--- src/rtl/seq_detector_moore.sv ---
`default_nettype none
//==============================================================================
// Module   : seq_detector_moore
// Purpose  : Moore-type detector for a runtime-loadable pattern of SEQ_LEN
//            DATA_W-bit symbols. State Sk means the accepted history ends
//            in the first k pattern symbols, with k maximal. The next state
//            comes from a full prefix/suffix search, so the detector never
//            simply restarts on a mismatch. Overlapping matches are optional.
//            An optional saturating match counter is also provided.
// Ports    : clk         - rising-edge clock
//            rst_n       - asynchronous active-low reset
//            en_i        - symbol valid; data_i is sampled only when high
//            data_i      - input symbol
//            load_i      - pattern load strobe (wins over en_i)
//            pattern_i   - pattern; symbol k at [k*DATA_W +: DATA_W]
//            overlap_i   - 1: overlapping matches, 0: restart after a match
//            data_o      - match flag (state == S<SEQ_LEN>)
//            state_o     - current state index (matched prefix length)
//            match_cnt_o - saturating match count
// Config   : SEQ_DETECT_CNT_EN - builds the match counter. When it is left
//            undefined, match_cnt_o is tied to zero.
// Revision : 1.0 - initial release
//==============================================================================
module seq_detector_moore #(
  parameter int DATA_W  = 4,
  parameter int SEQ_LEN = 4,
  parameter int CNT_W   = 8
) (
  input  logic                        clk,
  input  logic                        rst_n,
  input  logic                        en_i,
  input  logic [DATA_W-1:0]           data_i,
  input  logic                        load_i,
  input  logic [SEQ_LEN*DATA_W-1:0]   pattern_i,
  input  logic                        overlap_i,
  output logic                        data_o,
  output logic [$clog2(SEQ_LEN+1)-1:0] state_o,
  output logic [CNT_W-1:0]            match_cnt_o
);

  localparam int c_state_w = $clog2(SEQ_LEN + 1);

  localparam logic [c_state_w-1:0] c_s0     = '0;
  localparam logic [c_state_w-1:0] c_s_full = c_state_w'(SEQ_LEN);

  logic [SEQ_LEN*DATA_W-1:0] r_pattern;
  logic [c_state_w-1:0]      r_state;
  logic [c_state_w-1:0]      w_next;
  logic [c_state_w-1:0]      w_hist_sel;
  logic [SEQ_LEN:0]          w_sel;

  // w_cand[k][j] is set when the prefix of length j is a suffix of
  // (pattern[0..k-1], data_i). The history is always a pattern prefix, so
  // the "history part" of each check compares the pattern against itself.
  // Those checks are static for a loaded pattern. Only the last symbol
  // compare depends on data_i. Bit 0, the empty prefix, always qualifies.
  logic [SEQ_LEN:0][SEQ_LEN:0] w_cand;

  for (genvar ks = 0; ks <= SEQ_LEN; ks++) begin : g_hist
    for (genvar j = 0; j <= SEQ_LEN; j++) begin : g_len
      if (j == 0) begin : g_empty
        assign w_cand[ks][j] = 1'b1;
      end else if (j <= ks + 1) begin : g_try
        logic [SEQ_LEN-1:0] w_eq;
        for (genvar i = 0; i < SEQ_LEN; i++) begin : g_cmp
          if (i < j - 1) begin : g_chk
            assign w_eq[i] = (r_pattern[i*DATA_W +: DATA_W] ==
                              r_pattern[(ks-j+1+i)*DATA_W +: DATA_W]);
          end else begin : g_pad
            assign w_eq[i] = 1'b1;
          end
        end
        assign w_cand[ks][j] = (&w_eq) &&
                               (r_pattern[(j-1)*DATA_W +: DATA_W] == data_i);
      end else begin : g_none
        assign w_cand[ks][j] = 1'b0;
      end
    end
  end

  // After a full match without overlap the history is discarded. This is the
  // same as searching from S0.
  assign w_hist_sel = ((r_state == c_s_full) && !overlap_i) ? c_s0 : r_state;
  assign w_sel      = w_cand[w_hist_sel];

  // Longest qualifying prefix wins.
  always_comb begin
    w_next = c_s0;
    for (int j = 0; j <= SEQ_LEN; j++) begin
      if (w_sel[c_state_w'(j)]) begin
        w_next = c_state_w'(j);
      end
    end
  end

  always_ff @(posedge clk or negedge rst_n) begin
    if (!rst_n) begin
      r_pattern <= '0;
      r_state   <= c_s0;
    end else if (load_i) begin
      r_pattern <= pattern_i;
      r_state   <= c_s0;
    end else if (en_i) begin
      r_state   <= w_next;
    end
  end

  assign data_o  = (r_state == c_s_full);
  assign state_o = r_state;

`ifdef SEQ_DETECT_CNT_EN
  logic [CNT_W-1:0] r_match_cnt;

  // Counts every accepted entry into the full state, including S_FULL to
  // S_FULL re-matches. It holds at all-ones instead of wrapping.
  always_ff @(posedge clk or negedge rst_n) begin
    if (!rst_n) begin
      r_match_cnt <= '0;
    end else if (load_i) begin
      r_match_cnt <= '0;
    end else if (en_i && (w_next == c_s_full) && (r_match_cnt != {CNT_W{1'b1}})) begin
      r_match_cnt <= r_match_cnt + 1'b1;
    end
  end

  assign match_cnt_o = r_match_cnt;
`else
  assign match_cnt_o = '0;
`endif

endmodule
`default_nettype wire

--- config.mk ---
export PLATFORM = sky130hd
export DESIGN_NAME = seq_detector_moore
export DESIGN_NICKNAME = d
export VERILOG_FILES = /design/src/rtl/seq_detector_moore.sv
export SDC_FILE = /design/constraint.sdc
export NUM_CORES = 1
export LEC_CHECK = 0
export BUFFER_PORTS_ARGS = -buffer_cell sky130_fd_sc_hd__buf_2
export CORE_AREA = 4 4 49 51
export CTS_CLUSTER_SIZE = 12
export DETAILED_ROUTE_END_ITERATION = 8
export DIE_AREA = 0 0 53 55
export PLACE_DENSITY = 0.77
export SYNTH_ARGS = -nofsm -noshare
export SYNTH_HDL_FRONTEND = slang
export SYNTH_SLANG_ARGS = --single-unit
export TNS_END_PERCENT = 30
--- constraint.sdc ---
create_clock -name clk -period 1.8 [get_ports clk]
set_input_delay 0.09 -clock clk [delete_from_list [all_inputs] [get_ports clk]]
set_output_delay 0.09 -clock clk [all_outputs]
set_load 0.01 [all_outputs]
==> key figures <==
Pwr
  • Max VDD drop: 0.370 mV
  • Leak: 0.441 nW
  • Power per cell area: 723 nW/µm²

Yosys
  • Post-synth EDFFs: 0
  • Post-Syn Area per Cell: 11.3 µm²
  • Count leader, synth: xnor2_1
  • Synth async-reset ratio: 100%
  • Post-Syn Instances: 80
  • Synth cell types: 18
  • Top cells by count, synth: xnor2_1 (20), dfrtp_1 (14), mux2_2 (12)
  • Seq cells post-synth: 14
  • Area contributors post-synth: dfrtp_1 (39%), xnor2_1 (19%), mux2_2 (15%), buf_4 (8.3%), xor2_1 (3.9%)
  • Largest area contributor in the netlist: dfrtp_1
  • Sequential area share after synthesis: 38.9%
  • Synth top area share: 38.9%
  • Netlist Area Pre-Place: 901 µm²
  • Synth Warn #: 0
  • Top FF cell, synth: dfrtp_1

Routing
  • DRC violations left: 0
  • Drt total wl: 1640 µm
  • 1st-iter DRT viols: 2
  • First-pass detailed-route iteration total: 2
  • Final antenna-violating net count: 0
  • Drt wl/cell: 12.6 µm
  • Vias/cell: 4.80
  • Vias: 624

Global route
  • Antenna violations before repair: 0
  • Grt total ovfl: 0
  • Vias in the first global route: 633
  • Pin count of the biggest net entering global routing: 15
  • GRT Total Usage: 12.9%
  • First-pass GRT wire length: 2700 µm

Run status
  • Status: completed

Finish
  • # nets final: 130
  • Fin util: 52.9%
  • Area grow syn2layout: 14.0%
  • Area of the multi-input gates: 502 µm²
  • Filler instances: 194
  • Register cell area after layout: roughly 350 µm²
  • Layout cell share with drive strength beyond 1: 37.9%
  • Non-Filler Instances: 130
  • Antenna cells: 0

Setup path
  • Reg-to-reg endpoint: state_o[1]$_DFFE_PN0P_
  • Crit path kind: register to register
  • CP Cell Sequence: xnor2_1 -> nand4_1 -> or4b_4 -> a311oi_2
  • Largest delay share family, worst path: simple AND/OR/NAND/NOR gates
  • Req. time, crit path: 1980 ps
  • Crit path DAT: 1820 ps
  • CP Capture Type: register
  • Slowest-stage cell, CP: or4b_4
  • Startpoint types: register
  • Reg2reg setup slack: 160 ps
  • Crit Reg-Reg Startpoint: r_pattern[7]$_DFFE_PN0P_
  • Critical Path Fanout Max: 4
  • WP buf/inv: 0
  • Slowest stage delay, CP: roughly 550 ps
  • R2r worst-path depth: 4

Clock tree
  • Clock tree buffer depth: 2
  • CTS tree: done
  • Hold Buf Count CTS: 1
  • TritonCTS Buffers: 3
  • CTS root buf: clkbuf_4
  • CTS clock-pin slew for the worst setup and hold paths: 80 ps
  • Cts repair resizes: 0
  • H-tree depth reported by CTS: 1
  • Skew-Pair Late Insertion Delay: between 200 and 300 ps
  • Setup bufs post-CTS: 0
  • Sink Count: 14

Die
  • Die width: 53 µm
  • Core footprint: a little under 2000 µm²
  • Initial Utilization: 46.4%
  • Die Ht: 55 µm
  • Site row count: 16
  • Io pins: 37
  • Die area: 2920 µm²

Worst hold path
  • Hold Crit Class: input pin to register
  • Hold Crit Start: pattern_i[10]
  • Hold Path Sink: r_pattern[10]$_DFFE_PN0P_
  • Hold Path Stages: 2

Timing
  • RSZ-0062 raised after global routing: no
  • Hold slack: roughly 46 ps
  • Clk_skew: 0.459 ps
  • Final worst path period share: 90.8%
  • # setup viols final: 0
  • Final TNS setup: 0 ps
  • Final hold vios: 0
  • Fmax: 0.612 GHz
  • Max-slew violations: 0
  • Tmin final: 1640 ps

Job
  • Max-cap violations: 0

Place
  • Placed Cells: 126
  • Detail Placement HPWL: 1350 µm
  • Final GP Congestion: approximately 0.87
  • Port bufs: 21
## per-stage QoR
step,total power (W),setup slack [ps],cell area (µm²)
after floorplan,0.000535,293,935
after global placement,0.000575,222,995
after detailed placement,0.000581,180,995
after CTS,0.000756,159,1030
after global routing,0.000797,53.7,1030
final,0.000743,165,1030
## routing by layer
layer / GRT usage [%] / routed length [µm] / up-vias / part of all wire [%]
met5: 0 / 0 / - / 0
met4: 4.68 / 0 / 0 / 0
met3: 4.02 / 133 / 0 / 8.1
met2: 23.3 / 864 / 22 / 53
met1: 14.2 / 640 / 296 / 39
li1: - / - / 306 / -
## placed cells by master (no fill, tap or decap)
master | Yosys | final
dfrtp_1 | 14 | 14
conb_1 | 1 | 10
xnor2_1 | 20 | 20
nor2_1 | 2 | 2
clkbuf_4 | 0 | 3
o211ai_1 | 1 | 1
buf_2 | 0 | 21
a311oi_2 | 1 | 1
o22ai_1 | 1 | 1
o41ai_1 | 1 | 1
nand4_1 | 5 | 5
dlygate4sd3_1 | 0 | 1
o21bai_1 | 1 | 1
xor2_1 | 4 | 4
inv_1 | 1 | 1
nand2_1 | 3 | 3
or4b_4 | 1 | 1
a211o_2 | 1 | 1
mux2_2 | 12 | 12
## final cells by class
| class | count | share of cell area, % |
|---|---|---|
| multi-input combinational | 63 | 48.8 |
| sequential | 14 | 34.1 |
| timing repair buffer | 22 | 11.2 |
| tap | 27 | 3.29 |
| clock buffer | 3 | 2.19 |
| inverter | 1 | 0.365 |
## worst max path at each step
stage | startpoint | to | slack, ps | cells after the start
floorplan | r_pattern[4]$_DFFE_PN0P_ | state_o[1]$_DFFE_PN0P_ | 290 | 4
global placement | r_pattern[5]$_DFFE_PN0P_ | state_o[1]$_DFFE_PN0P_ | 220 | 4
detailed placement | r_pattern[6]$_DFFE_PN0P_ | state_o[1]$_DFFE_PN0P_ | 180 | 4
CTS | r_pattern[7]$_DFFE_PN0P_ | state_o[1]$_DFFE_PN0P_ | 160 | 4
global route | r_pattern[7]$_DFFE_PN0P_ | state_o[1]$_DFFE_PN0P_ | 50 | 4
finish | r_pattern[7]$_DFFE_PN0P_ | state_o[1]$_DFFE_PN0P_ | 160 | 4
## worst register-to-register path, delay by kind of cell (launching register included)
family           cells  cell delay, ps
XOR/XNOR             1             190
AND/OR/NAND/NOR      2             690
flip-flops           1             440
AO/OA/AOI/OAI        1             240
## report_power, final
group          internal, W  switching [W]  leakage, nW
Combinational     0.000105      0.0000793        0.260
Clock            0.0000773      0.0000904       0.0138
Sequential        0.000344      0.0000460        0.167
## logic make-up after synthesis
| group | after synthesis | synth area share (%) |
|---|---|---|
| AO/OA/AOI/OAI | 6 | 6.11 |
| flip-flops | 14 | 38.9 |
| multiplexers | 12 | 15.0 |
| AND/OR/NAND/NOR | 11 | 7.08 |
| buffers and inverters | 12 | 9.17 |
| other | 1 | 0.416 |
| XOR/XNOR | 24 | 23.3 |
## state kept, by name, summed over array words and instances (netlist names)
| signal | cells |
|---|---|
| r_pattern | 12 |
| state_o | 2 |
(Power assumes the default switching activity.)
